### src/rtl/link_monitor.sv
// Runtime link/clock health watchdog: qualifies lock and GBT status, counts drops and glitches.
// Optional macro LINK_MONITOR_AUTORESET_EN enables the reset_req_o pulse (otherwise tied 0).
module link_monitor #(
    parameter int GOOD_CYCLES    = 256,
    parameter int DROP_FILTER    = 4,
    parameter int REQ_CYCLES     = 16,
    parameter int HOLDOFF_CYCLES = 1024,
    parameter int CNT_WIDTH      = 16
) (
    input  logic                 clock_i,
    input  logic                 reset_i,
    input  logic                 mmcms_locked_i,
    input  logic                 gbt_rxready_i,
    input  logic                 gbt_rxvalid_i,
    input  logic                 gbt_txready_i,
    input  logic                 cnt_clear_i,
    output logic                 link_good_o,
    output logic                 reset_req_o,
    output logic [CNT_WIDTH-1:0] unlock_cnt_o,
    output logic [CNT_WIDTH-1:0] glitch_cnt_o,
    output logic [2:0]           state_o
);

    // state | meaning
    // IDLE  | waiting for first all-good cycle
    // QUAL  | counting consecutive all-good cycles
    // UP    | link qualified; filtering bad runs
    // REQ   | reset request pulse, fixed length
    // HOLD  | quiet holdoff before re-qualification
    typedef enum logic [2:0] {
        ST_IDLE = 3'd0,
        ST_QUAL = 3'd1,
        ST_UP   = 3'd2,
        ST_REQ  = 3'd3,
        ST_HOLD = 3'd4
    } state_t;

    localparam int QW   = $clog2(GOOD_CYCLES + 1);
    localparam int BW   = $clog2(DROP_FILTER + 1);
    localparam int TMAX = (REQ_CYCLES > HOLDOFF_CYCLES) ? REQ_CYCLES : HOLDOFF_CYCLES;
    localparam int TW   = $clog2(TMAX + 1);

    localparam logic [QW-1:0] QUAL_LAST = QW'(GOOD_CYCLES - 1);
    localparam logic [BW-1:0] BAD_LAST  = BW'(DROP_FILTER - 1);
    localparam logic [TW-1:0] REQ_LOAD  = TW'(REQ_CYCLES - 1);
    localparam logic [TW-1:0] HOLD_LOAD = TW'(HOLDOFF_CYCLES - 1);

    logic                 r_locked, r_rxready, r_rxvalid, r_txready;
    logic                 w_all_good;
    state_t               r_state, w_next_state;
    logic [QW-1:0]        r_qual_cnt, w_qual_cnt_nxt;
    logic [BW-1:0]        r_bad_cnt, w_bad_cnt_nxt;
    logic [TW-1:0]        r_timer, w_timer_nxt;
    logic                 w_unlock_inc, w_glitch_inc;
    logic [CNT_WIDTH-1:0] r_unlock_cnt, r_glitch_cnt;
    logic                 r_link_good, r_reset_req;

    assign w_all_good = r_locked & r_rxready & r_rxvalid & r_txready;

    always_ff @(posedge clock_i) begin
        if (reset_i) begin
            r_locked   <= 1'b0;
            r_rxready  <= 1'b0;
            r_rxvalid  <= 1'b0;
            r_txready  <= 1'b0;
            r_state    <= ST_IDLE;
            r_qual_cnt <= '0;
            r_bad_cnt  <= '0;
            r_timer    <= '0;
        end else begin
            r_locked   <= mmcms_locked_i;
            r_rxready  <= gbt_rxready_i;
            r_rxvalid  <= gbt_rxvalid_i;
            r_txready  <= gbt_txready_i;
            r_state    <= w_next_state;
            r_qual_cnt <= w_qual_cnt_nxt;
            r_bad_cnt  <= w_bad_cnt_nxt;
            r_timer    <= w_timer_nxt;
        end
    end

    always_comb begin
        w_next_state   = r_state;
        w_qual_cnt_nxt = r_qual_cnt;
        w_bad_cnt_nxt  = r_bad_cnt;
        w_timer_nxt    = r_timer;
        w_unlock_inc   = 1'b0;
        w_glitch_inc   = 1'b0;
        case (r_state)
            ST_IDLE: begin
                w_qual_cnt_nxt = '0;
                w_bad_cnt_nxt  = '0;
                if (w_all_good) begin
                    w_next_state   = ST_QUAL;
                    w_qual_cnt_nxt = QW'(1);
                end
            end
            ST_QUAL: begin
                if (!w_all_good) begin
                    w_next_state   = ST_IDLE;
                    w_qual_cnt_nxt = '0;
                end else if (r_qual_cnt >= QUAL_LAST) begin
                    w_next_state   = ST_UP;
                    w_qual_cnt_nxt = '0;
                    w_bad_cnt_nxt  = '0;
                end else begin
                    w_qual_cnt_nxt = r_qual_cnt + QW'(1);
                end
            end
            ST_UP: begin
                if (!w_all_good) begin
                    if (r_bad_cnt >= BAD_LAST) begin
                        w_next_state  = ST_REQ;
                        w_unlock_inc  = 1'b1;
                        w_bad_cnt_nxt = '0;
                        w_timer_nxt   = REQ_LOAD;
                    end else begin
                        w_bad_cnt_nxt = r_bad_cnt + BW'(1);
                    end
                end else begin
                    w_glitch_inc  = (r_bad_cnt != '0);
                    w_bad_cnt_nxt = '0;
                end
            end
            ST_REQ: begin
                if (r_timer == '0) begin
                    w_next_state = ST_HOLD;
                    w_timer_nxt  = HOLD_LOAD;
                end else begin
                    w_timer_nxt = r_timer - TW'(1);
                end
            end
            ST_HOLD: begin
                if (r_timer == '0) begin
                    w_next_state = ST_IDLE;
                end else begin
                    w_timer_nxt = r_timer - TW'(1);
                end
            end
            default: begin
                w_next_state   = ST_IDLE;
                w_qual_cnt_nxt = '0;
                w_bad_cnt_nxt  = '0;
                w_timer_nxt    = '0;
            end
        endcase
    end

    // Clear takes priority over a same-cycle increment; both counters saturate.
    always_ff @(posedge clock_i) begin
        if (reset_i || cnt_clear_i) begin
            r_unlock_cnt <= '0;
            r_glitch_cnt <= '0;
        end else begin
            if (w_unlock_inc && (r_unlock_cnt != '1)) r_unlock_cnt <= r_unlock_cnt + CNT_WIDTH'(1);
            if (w_glitch_inc && (r_glitch_cnt != '1)) r_glitch_cnt <= r_glitch_cnt + CNT_WIDTH'(1);
        end
    end

    always_ff @(posedge clock_i) begin
        if (reset_i) begin
            r_link_good <= 1'b0;
            r_reset_req <= 1'b0;
        end else begin
            r_link_good <= (r_state == ST_UP);
`ifdef LINK_MONITOR_AUTORESET_EN
            r_reset_req <= (r_state == ST_REQ);
`else
            r_reset_req <= 1'b0;
`endif
        end
    end

    assign link_good_o  = r_link_good;
    assign reset_req_o  = r_reset_req;
    assign unlock_cnt_o = r_unlock_cnt;
    assign glitch_cnt_o = r_glitch_cnt;
    assign state_o      = r_state;

endmodule

### config.mk
export PLATFORM = sky130hd
export DESIGN_NAME = link_monitor
export DESIGN_NICKNAME = d
export VERILOG_FILES = /design/src/rtl/link_monitor.sv
export SDC_FILE = /design/constraint.sdc
export NUM_CORES = 1
export LEC_CHECK = 0
export CORE_MARGIN = 2
export CORE_UTILIZATION = 55
export CTS_CLUSTER_SIZE = 10
export DETAILED_ROUTE_END_ITERATION = 10
export PLACE_DENSITY = 0.8
export SLEW_MARGIN = 0
export SYNTH_ARGS = -nofsm -noshare
export SYNTH_HDL_FRONTEND = slang
export SYNTH_SLANG_ARGS = --single-unit
export TNS_END_PERCENT = 5
### constraint.sdc
create_clock -name clock_i -period 2.79 [get_ports clock_i]
set_clock_uncertainty 0.05 [all_clocks]
set_input_delay 0.4185 -clock clock_i [delete_from_list [all_inputs] [get_ports clock_i]]
set_output_delay 0.4185 -clock clock_i [all_outputs]
set_load 0.05 [all_outputs]
Word-level counts from Yosys, hierarchy flattened. Index checks and enable logic that the tools add are counted.

Logic and storage cells: 77. Output and inout port bits: 37. Register bits: 63. Bits of input ports: 7.

Add/sub/neg operators: 5. Reduce and logical (&&, ||, !) cells: 12. Mux-type cells: 27. Magnitude comparators: 2. Equal/unequal tests: 15. Bitwise operators: 5.

Operator list (count): two-way mux 11 bit (4); one-hot mux 11 bit (4 select lines) (1); two-way mux 3 bit (11); adder 16 x 1 -> 16 bit, second input constant (2); != test 16 bit, second input constant (2); one-hot mux 9 bit (3 select lines) (1); two-way mux 9 bit (2); != test 2 bit, second input constant (8); one-hot mux 3 bit (5 select lines) (1); logical NOT 11 bit (1); subtractor 11 x 1 -> 11 bit, second input constant (1); adder 9 x 1 -> 9 bit, second input constant (1); greater-or-equal comparator 9 x 8 -> 1 bit, second input constant (1); one-hot mux 3 bit (3 select lines) (1); == test 3 x 2 -> 1 bit, second input constant (2); two-way mux 1 bit (6); AND reduction 6 bit (1); AND reduction 4 bit (1); OR reduction 2 bit (2); adder 3 x 1 -> 3 bit, second input constant (1); AND 1 bit (3); == test 3 x 1 -> 1 bit, second input constant (1); == test 3 bit, second input constant (1); greater-or-equal comparator 3 x 2 -> 1 bit, second input constant (1); 8 further kinds (10).

Longest topological paths before layout.
Depth after elaboration: 6. Mapped depth: 9. Mapped depth without buffers: 9.

Worst setup path before layout. OpenSTA, ideal clock, no wires.

Kind: register to register. Start point: register r_state[1] (netlist: state_o[1]). End point: register r_glitch_cnt[15] (netlist: glitch_cnt_o[15]). Setup time: 71 ps. Path buffers: 1. Cell stages (with the launch flop): 6. Slack: 331 ps. Period minus slack after synthesis: 2459 ps. Data arrival time: 2338 ps. Required time: 2669 ps. Cell sequence: dfxtp_1 > or3b_4 > or4_1 > buf_2 > or4_1 > a21oi_1.

Longest elaborated chain between the ends: 3.

RTL lines: from (decl) (line 50) `state_t r_state, w_next_state;`; from (signal assigned) (line 75) `r_state <= w_next_state;`; == test 3 x 2 -> 1 bit (line 89) `case (r_state)`; two-way mux 1 bit (line 89); logical AND 1 bit (line 156) `if (w_glitch_inc && (r_glitch_cnt != '1)) r_glitch_cnt <= r_glitch_cnt + CNT_WIDTH'(1);`; to (signal assigned) (line 156); to (decl) (line 55) `logic [CNT_WIDTH-1:0] r_unlock_cnt, r_glitch_cnt;`.

No other way between the ends. A chain may end at the register's enable or synchronous reset.

Worst setup path in the final report. Same ends and word-level chain as after synthesis.

==> flow_metrics.tcl <==
set metrics [dict create \
    ys_types 49 \
    drt_first_pass_iters 4 \
    place_inst 486 \
    fp-row-count 27 \
    grt_max_degree 21 \
    drive_gt1_share_pct 6.51 \
    wl_per_cell_um 14.5 \
    start_util_pct 57.4 \
    core_um2 5540 \
    layout.nets 440 \
    hp-class "reg -> reg" \
    drtAntennaViolNets 0 \
    synth_commonest_cells "dfxtp_1 (63), nor2_1 (52), a21oi_1 (24)" \
    run_status "finished clean" \
    synth-edff-count 0 \
    hp-start "unlock_cnt_o[15]" \
    min_period_ns 2.49 \
    htreeDepth 3 \
    tns_ns 0 \
    maxCapViolations 0 \
    clock_latency_ns 0.34 \
    yosysMostFrequentCell "dfxtp_1" \
    power.density_nw_per_um2 444 \
    yosys-top-cells-area "dfxtp_1 (40%), nor2_1 (6.1%), xnor2_1 (5.0%)" \
    cts_buffers 9 \
    fp.dieW_um 80.0 \
    ctsResizeCount 0 \
    ys_seq_area_share_pct 39.7 \
    die_area_um2 6400 \
    final_cells 502 \
    routed_wl_mm 7.27 \
    vias_per_cell 5.90 \
    arrival_ns 2.71 \
    fmax_mhz 402 \
    grt_antenna_before_repair 0 \
    synth.ff_latch_count 63 \
    port_buffers 42 \
    hold_viol_final 0 \
    drtIter0Drc 188 \
    critPathLaunch "state_o[1]" \
    synthFlopType "dfxtp_1" \
    setup_viol 0 \
    vias 2962 \
    yosysTopAreaCell "dfxtp_1" \
    rsz0062_at_grt "false" \
    postCtsHoldBufs 0 \
    period_share_pct 89.2 \
    cts.path.max_buffers 2 \
    grt_usage_pct 24.0 \
    io-pin-count 44 \
    hpwl_mm 5.22 \
    gr-total-overflow 0 \
    clkSinkCount 63 \
    end_kind "flip-flop" \
    required_ns 3.01 \
    grt_pass1_vias 2697 \
    insertedDiodeCount 0 \
    die_h_um 80.0 \
    areaGrowthSynthToFinish_pct 21.5 \
    synth.top_cell.area_share_pct 39.7 \
    cts_root_buffer "clkbuf_8" \
    r2r-start "state_o[1]" \
    final-max-slew-violation-count 0 \
    synth_area_per_cell_um2 8.34 \
    syn_inst 381 \
    synthesis.area_um2 3180 \
    vdd_drop_max_mv 0.273 \
    cp-start-kind "flip-flop" \
    gp_congestion 0.899 \
    yosys_warnings 0 \
    cts_tree "done" \
    tightest_slew_ns 0.778 \
    crit_type "reg -> reg" \
    cts_setup_buffers 0 \
    synthesis.nets 396 \
    drc 0 \
    relSlewSlack_pct 47.7 \
    leakagePower_nw 1.27 \
    crit_fanout 14 \
    clk_pin_slew_worst_paths_ns 0.07 \
    synth_async_sr_flop_share_pct 0 \
    grt_pass1_wl_mm 12.1 \
]
## final timing paths
kind / cells past startpoint / slack, ns / to
hold reg to reg: 2 / 0.44 / unlock_cnt_o[15]
setup reg to reg: 4 / 0.30 / glitch_cnt_o[15]
setup / recovery: 4 / 0.30 / glitch_cnt_o[15]
hold / removal: 2 / 0.44 / unlock_cnt_o[15]
## worst max-delay path, cell delays in order, from the launching register on
cell and delay [ns]:
dfxtp_1 0.55, or3b_4 0.47, or4_1 0.66, or4_1 0.53, a21oi_1 0.17
## report_power, final
part | switching [W] | internal [W]
registers | 0.00000138 | 0.000902
clock network | 0.000345 | 0.000433
logic | 0.0000202 | 0.0000125
total | 0.000367 | 0.00135
## metrics by stage
step	hold slack, ns	area (um^2)	util [%]	power (W)	setup WS, ns
after floorplan	0.397	3180	-	0.000943	0.331
after global placement	0.415	3670	66.3	0.000956	0.451
after detailed placement	0.435	3670	66.3	0.000956	0.321
after CTS	0.444	3860	69.7	0.00173	0.313
after global routing	0.460	3860	69.7	0.00177	0.0328
final	0.444	3860	69.7	0.00171	0.302
## metal layers
layer / GRT usage, % / wire (um) / vias up
li1: - / - / 1476
met1: 30.0 / 3340 / 1400
met2: 40.2 / 3480 / 73
met3: 3.85 / 306 / 13
met4: 11.4 / 142 / 0
met5: 0 / 0 / -
## cells in the final DEF, fill, tap and decap left out, drive strengths merged, types with 5 or more instances in the layout
cell type,count
xor2,8
a31oi,5
nand4,15
nor2b,8
and4,6
xnor2,18
nor4b,5
nand3,14
ha,8
a211oi,8
nor2,52
nor3,9
nand2,23
a21oi,24
buf,6
clkbuf,12
or3,6
dfxtp,63
inv,13
nor4,9
clkdlybuf4s50,42
o21ai,17
## flip-flops by register name (all words and copies together) (netlist names)
register	flops
r_locked	1
glitch_cnt_o	16
r_bad_cnt	3
r_rxvalid	1
r_qual_cnt	9
unlock_cnt_o	16
link_good_o	1
r_rxready	1
r_timer	11
r_txready	1
state_o	3
## area by class of cell
| type | instances | area (um^2) |
|---|---|---|
| Timing Repair Buffer | 48 | 465 |
| Multi-Input combinational cell | 290 | 1810 |
| Clock buffer | 12 | 145 |
| Sequential cell | 63 | 1260 |
| Fill cell | 451 | 1680 |
| Tap cell | 72 | 90.1 |
| Clock inverter | 4 | 45.0 |
| Inverter | 13 | 48.8 |
## cell families after synthesis
group / share of synthesized area [%]
AO/OA/AOI/OAI: 15.7
XOR/XNOR: 7.16
adder cells (fa/ha/maj): 3.15
buffers and inverters: 3.46
flip-flops: 39.7
multiplexers: 1.30
other: 0.118
AND/OR/NAND/NOR: 29.4
No activity file was read; power rests on OpenSTA's default activity.
